## config.mk

```make
export PLATFORM = sky130hd
export DESIGN_NAME = trace_sched
export DESIGN_NICKNAME = d
export VERILOG_FILES = /design/src/rtl/trace_sched.sv
export SDC_FILE = /design/constraint.sdc
export NUM_CORES = 1
export LEC_CHECK = 0
export BUFFER_PORTS_ARGS = -buffer_cell sky130_fd_sc_hd__buf_2
export CAP_MARGIN = 20
export CORE_UTILIZATION = 40
export CTS_CLUSTER_DIAMETER = 50
export DETAILED_ROUTE_END_ITERATION = 10
export GPL_ROUTABILITY_DRIVEN = 0
export GPL_TIMING_DRIVEN = 0
export PLACE_DENSITY = 0.73
export SKIP_CTS_REPAIR_TIMING = 1
export SLEW_MARGIN = 10
export SYNTH_ARGS = -nofsm -noshare
export SYNTH_HDL_FRONTEND = slang
export SYNTH_SLANG_ARGS = --single-unit
```

## constraint.sdc

```tcl
create_clock -name clock -period 2.05 [get_ports clock]
set_clock_uncertainty 0.05 [all_clocks]
set_input_delay 0.41 -clock clock [delete_from_list [all_inputs] [get_ports clock]]
set_output_delay 0.41 -clock clock [all_outputs]
set_load 0.03 [all_outputs]
```

## src/rtl/trace_sched.sv

```systemverilog
// trace_sched: run-controlled stimulus scheduler for formal property benches.
// Owns a 5-bit column index t and decodes four string-encoded lanes (A..D)
// from it, with start/hold/abort control, optional looping and a saturating
// loop-completion counter.
module trace_sched #(
   parameter int           TRACE_LEN = 32,
   parameter bit           LOOP      = 1'b0,
   parameter logic [255:0] trace_a   = {32{8'h5F}},
   parameter logic [255:0] trace_b   = {32{8'h5F}},
   parameter logic [255:0] trace_c   = {32{8'h5F}},
   parameter logic [255:0] trace_d   = {32{8'h5F}}
) (
   input  logic       clock,
   input  logic       reset,
   input  logic       start,
   input  logic       hold,
   input  logic       abort,
   output logic [4:0] t,
   output logic       A,
   output logic       B,
   output logic       C,
   output logic       D,
   output logic       busy,
   output logic       done,
   output logic [7:0] wraps,
   output logic [1:0] state
);

   typedef enum logic [1:0] {
      IDLE = 2'd0,
      RUN  = 2'd1,
      HOLD = 2'd2,
      DONE = 2'd3
   } state_t;

   localparam logic [4:0] LAST = 5'(TRACE_LEN - 1);

   state_t     state_q, state_d;
   logic [4:0] t_q, t_d;
   logic [7:0] wraps_q, wraps_d;

   // Column 0 is the leftmost (most significant) character of the string.
   function automatic logic lane_bit(input logic [255:0] tr, input logic [4:0] col);
      int idx;
      idx = 8 * (31 - int'(col));
      return tr[idx +: 8] == 8'h2D;
   endfunction

   // State, column index and loop counter registers; reset clears all of them.
   always_ff @(posedge clock) begin
      if (reset) begin
         state_q <= IDLE;
         t_q     <= 5'd0;
         wraps_q <= 8'd0;
      end else begin
         state_q <= state_d;
         t_q     <= t_d;
         wraps_q <= wraps_d;
      end
   end

   // Next-state logic: abort overrides everything; t only advances from RUN with hold low.
   always_comb begin
      state_d = state_q;
      t_d     = t_q;
      wraps_d = wraps_q;
      if (abort) begin
         state_d = IDLE;
         t_d     = 5'd0;
      end else begin
         case (state_q)
            IDLE: begin
               if (start) begin
                  state_d = RUN;
                  t_d     = 5'd0;
               end
            end
            RUN: begin
               if (hold) begin
                  state_d = HOLD;
               end else if (t_q != LAST) begin
                  t_d = t_q + 5'd1;
               end else if (LOOP) begin
                  t_d     = 5'd0;
                  wraps_d = (wraps_q == 8'hFF) ? wraps_q : wraps_q + 8'd1;
               end else begin
                  state_d = DONE;
               end
            end
            HOLD: begin
               // Release returns to RUN without advancing, so the held column lingers one cycle.
               if (!hold) state_d = RUN;
            end
            DONE: begin
               if (start) begin
                  state_d = RUN;
                  t_d     = 5'd0;
               end
            end
            default: state_d = IDLE;
         endcase
      end
   end

   // Output decode from registered state; lanes are quiet while idle.
   always_comb begin
      t     = t_q;
      state = state_q;
      wraps = wraps_q;
      busy  = (state_q == RUN) || (state_q == HOLD);
      done  = (state_q == DONE);
      A     = (state_q != IDLE) && lane_bit(trace_a, t_q);
      B     = (state_q != IDLE) && lane_bit(trace_b, t_q);
      C     = (state_q != IDLE) && lane_bit(trace_c, t_q);
      D     = (state_q != IDLE) && lane_bit(trace_d, t_q);
   end

endmodule
```

==> metrics.txt <==
# TYPE chip_impl_metric gauge
chip_impl_metric{name="overflow",unit=""} 0
chip_impl_metric{name="synth_top_cell_area_share",unit="%"} 26.4
chip_impl_info{name="tritoncts",value="built"} 1
chip_impl_info{name="worst_hold_path_type",value="flop to flop"} 1
chip_impl_info{name="clk_root_buffer_cell",value="clkbuf_4"} 1
chip_impl_info{name="critPathKind",value="flop to flop"} 1
chip_impl_metric{name="yosysWarningCount",unit=""} 0
chip_impl_metric{name="cts_inserted_buffers",unit=""} 3
chip_impl_metric{name="r2r_cells",unit=""} 6
chip_impl_metric{name="cp_num_cells",unit=""} 6
chip_impl_metric{name="via_count",unit=""} 480
chip_impl_metric{name="arrival",unit="ps"} 2010
chip_impl_metric{name="die_w",unit="um"} 38.5
chip_impl_info{name="r2r_start",value="t[0]"} 1
chip_impl_metric{name="finished_cell_area",unit="um^2"} 682
chip_impl_metric{name="drtPass1Iterations",unit=""} 4
chip_impl_info{name="cp_top_family",value="simple AND/OR/NAND/NOR gates"} 1
chip_impl_metric{name="timing.final.hold_violations",unit=""} 0
chip_impl_metric{name="finalSetupViolations",unit=""} 0
chip_impl_metric{name="clk_pin_slew_worst_paths",unit="ps"} 50
chip_impl_metric{name="syn_inst",unit=""} 61
chip_impl_metric{name="clock_tree.buffer_depth",unit=""} 2
chip_impl_metric{name="wire_length_of_the_first_global_routing_pass",unit="um"} 1350
chip_impl_metric{name="antenna_violating_nets_post_route",unit=""} 0
chip_impl_metric{name="start_util",unit="%"} 45.4
chip_impl_metric{name="synth_seq_area_share",unit="%"} 26.4
chip_impl_metric{name="area_growth_syn_to_layout",unit="%"} 28.2
chip_impl_metric{name="wl_per_cell",unit="um"} 9.05
chip_impl_info{name="rsz0062_at_grt",value="no"} 1
chip_impl_info{name="synthTopCellsByArea",value="dfxtp_1, buf_4, ha_1, a21oi_1, nor4b_4"} 1
chip_impl_metric{name="detailedPlacementHpwl",unit="um"} 752
chip_impl_metric{name="gr-usage-all-layers",unit="%"} 13.8
chip_impl_metric{name="wire_length_after_detailed_routing",unit="um"} 932
chip_impl_metric{name="yosysUniqueCellTypes",unit=""} 26
chip_impl_metric{name="finalHoldWorstSlack",unit="ps"} 453
chip_impl_metric{name="core.rowCount",unit=""} 12
chip_impl_info{name="synth-main-ff-cell",value="dfxtp_1"} 1
chip_impl_metric{name="timing.final.crit_share",unit="%"} 92.9
chip_impl_metric{name="cts_sinks",unit=""} 7
chip_impl_metric{name="drtIter0Drc",unit=""} 6
chip_impl_info{name="critPathLaunchType",value="flop"} 1
chip_impl_metric{name="viasPerCell",unit=""} 4.66
chip_impl_info{name="crit_end",value="t[3]"} 1
chip_impl_info{name="crit_path_end_kind",value="flop"} 1
chip_impl_metric{name="cap_viol_max_count",unit=""} 0
chip_impl_metric{name="cp_slowest_stage_delay",unit="ps"} 350
chip_impl_info{name="layout_commonest_cell",value="buf_2"} 1
chip_impl_metric{name="dieHeight",unit="um"} 38.5
chip_impl_info{name="crit_chain",value="ha_1 > and3_1 > ha_1 > nor4b_4 > a41oi_1 > a311oi_1"} 1
chip_impl_metric{name="vdd.ir_drop.worst",unit="mV"} 0.307
chip_impl_metric{name="fp.dieArea",unit="mm^2"} 0.00148
chip_impl_metric{name="mean_syn_cell_area",unit="um^2"} 8.72
chip_impl_metric{name="r2r_setup_slack",unit="ps"} 150
chip_impl_info{name="status",value="finished clean"} 1
chip_impl_metric{name="number_of_global_route_vias_before_repair",unit=""} 353
chip_impl_metric{name="critical_path_rt",unit="ps"} 2160
chip_impl_metric{name="finalNetCount",unit=""} 101
chip_impl_metric{name="pin_count_of_the_biggest_net_entering_global_routing",unit=""} 8
chip_impl_metric{name="core",unit="mm^2"} 0.00117
chip_impl_metric{name="leakage",unit="nW"} 0.356
chip_impl_metric{name="layout-drive-gt1-share",unit="%"} 34.8
chip_impl_metric{name="min_period",unit="ps"} 1900
chip_impl_info{name="endpoint_of_the_worst_slack_reg_to_reg_timing_path",value="t[3]"} 1
chip_impl_metric{name="pwr_density_cell",unit="mW/mm^2"} 525
chip_impl_metric{name="syn_area",unit="um^2"} 532
chip_impl_metric{name="achievable-frequency",unit="GHz"} 0.525
chip_impl_metric{name="io-pin-count",unit=""} 26
chip_impl_metric{name="ys_seq_elements",unit=""} 7
chip_impl_metric{name="async_reset_ff_share",unit="%"} 0
chip_impl_info{name="crit_path_frequent_cell",value="ha_1"} 1
chip_impl_info{name="crit_path_start",value="t[0]"} 1
chip_impl_metric{name="clk-insertion-delay-late",unit="ps"} 250
chip_impl_metric{name="antenna_found_initial",unit=""} 0
chip_impl_metric{name="htree_num_levels",unit=""} 1
chip_impl_metric{name="timing.setup.tns",unit="ps"} 0
chip_impl_metric{name="placed_cell_area",unit="um^2"} 656
chip_impl_info{name="top_library_cells_by_usage_in_the_layout_fill_and_taps_aside",value="buf_2, buf_4, conb_1"} 1
chip_impl_metric{name="num_antenna_cells",unit=""} 0
chip_impl_metric{name="synth_enable_flop_cells",unit=""} 0
chip_impl_metric{name="port_buffers",unit=""} 13
chip_impl_metric{name="final_util",unit="%"} 58.2
chip_impl_info{name="timing.critical_path.slowest_stage_cell",value="dfxtp_1"} 1
chip_impl_metric{name="drt_drc_violations_left",unit=""} 0
chip_impl_info{name="synth_top_area_cell",value="dfxtp_1"} 1
chip_impl_metric{name="worst_path_fanout_max",unit=""} 6
chip_impl_metric{name="critPathBufInv",unit=""} 0
chip_impl_metric{name="timing_max_transition_violations_final",unit=""} 0
## tightest hold or removal path, delay by kind of cell (launching register included)
family	cells	cell delay, ps
AO/OA/AOI/OAI	2	140
flip-flops	1	320
## registers in the layout, indices dropped and copies added (netlist names)
signal and flops:
t 5, state 2
## worst min-delay path by stage
stage                     slack (ps)   end  cells past startpoint  startpoint
after floorplan                  550  t[4]                      3        hold
after global placement           440  t[4]                      2        t[4]
after detailed placement         450  t[4]                      2        t[4]
after CTS                        460  t[4]                      2        t[4]
after global routing             500  t[3]                      1        t[3]
final                            450  t[4]                      2        t[4]
## synthesized netlist by cell type, types with 2 or more instances
| cell | count |
|---|---|
| nand2_1 | 4 |
| inv_1 | 3 |
| buf_4 | 12 |
| dfxtp_1 | 7 |
| o21a_1 | 2 |
| nand4_1 | 2 |
| ha_1 | 6 |
| o21ai_0 | 3 |
| a21oi_1 | 5 |
## area by class of cell
cell class,instances,area (um^2)
Buffer,13,93.8
Clock buffer,4,26.3
Fill cell,123,489
Inverter,3,11.3
Multi-Input combinational cell,49,328
Sequential cell,7,140
Tap cell,14,17.5
Timing Repair Buffer,13,65.1
## logic make-up (layout without fill, tap and decap cells)
| logic type | Yosys count | count (layout) | synth area share [%] |
|---|---|---|---|
| compound gates | 15 | 15 | 17.9 |
| fa+ha+maj | 6 | 6 | 14.1 |
| buf+inv | 16 | 33 | 19.8 |
| flops | 7 | 7 | 26.4 |
| mux | 1 | 1 | 1.88 |
| other cells | 1 | 12 | 0.705 |
| simple gates | 15 | 15 | 19.3 |
## routing by layer
metal / global-route usage (%) / part of all wire [%] / wire, um / vias up
met5: 0 / 0 / 0 / -
met4: 10.3 / 2.1 / 20 / 0
met2: 21.6 / 45 / 421 / 18
met3: 5.23 / 7.6 / 71 / 2
li1: - / - / - / 249
met1: 14.8 / 45 / 419 / 211
## power by group
part | internal [mW] | switching, mW
Sequential | 0.138 | 0.00239
Clock | 0.0743 | 0.0516
Combinational | 0.0322 | 0.0593
## stage by stage
stage | total power, mW | instances | setup slack [ps]
after floorplan | 0.220 | 72 | 114
final | 0.358 | 103 | 146
after global placement | 0.233 | 99 | 167
after detailed placement | 0.234 | 99 | 185
after global routing | 0.378 | 103 | 61.9
after CTS | 0.363 | 103 | 131
(Power assumes the default switching activity.)
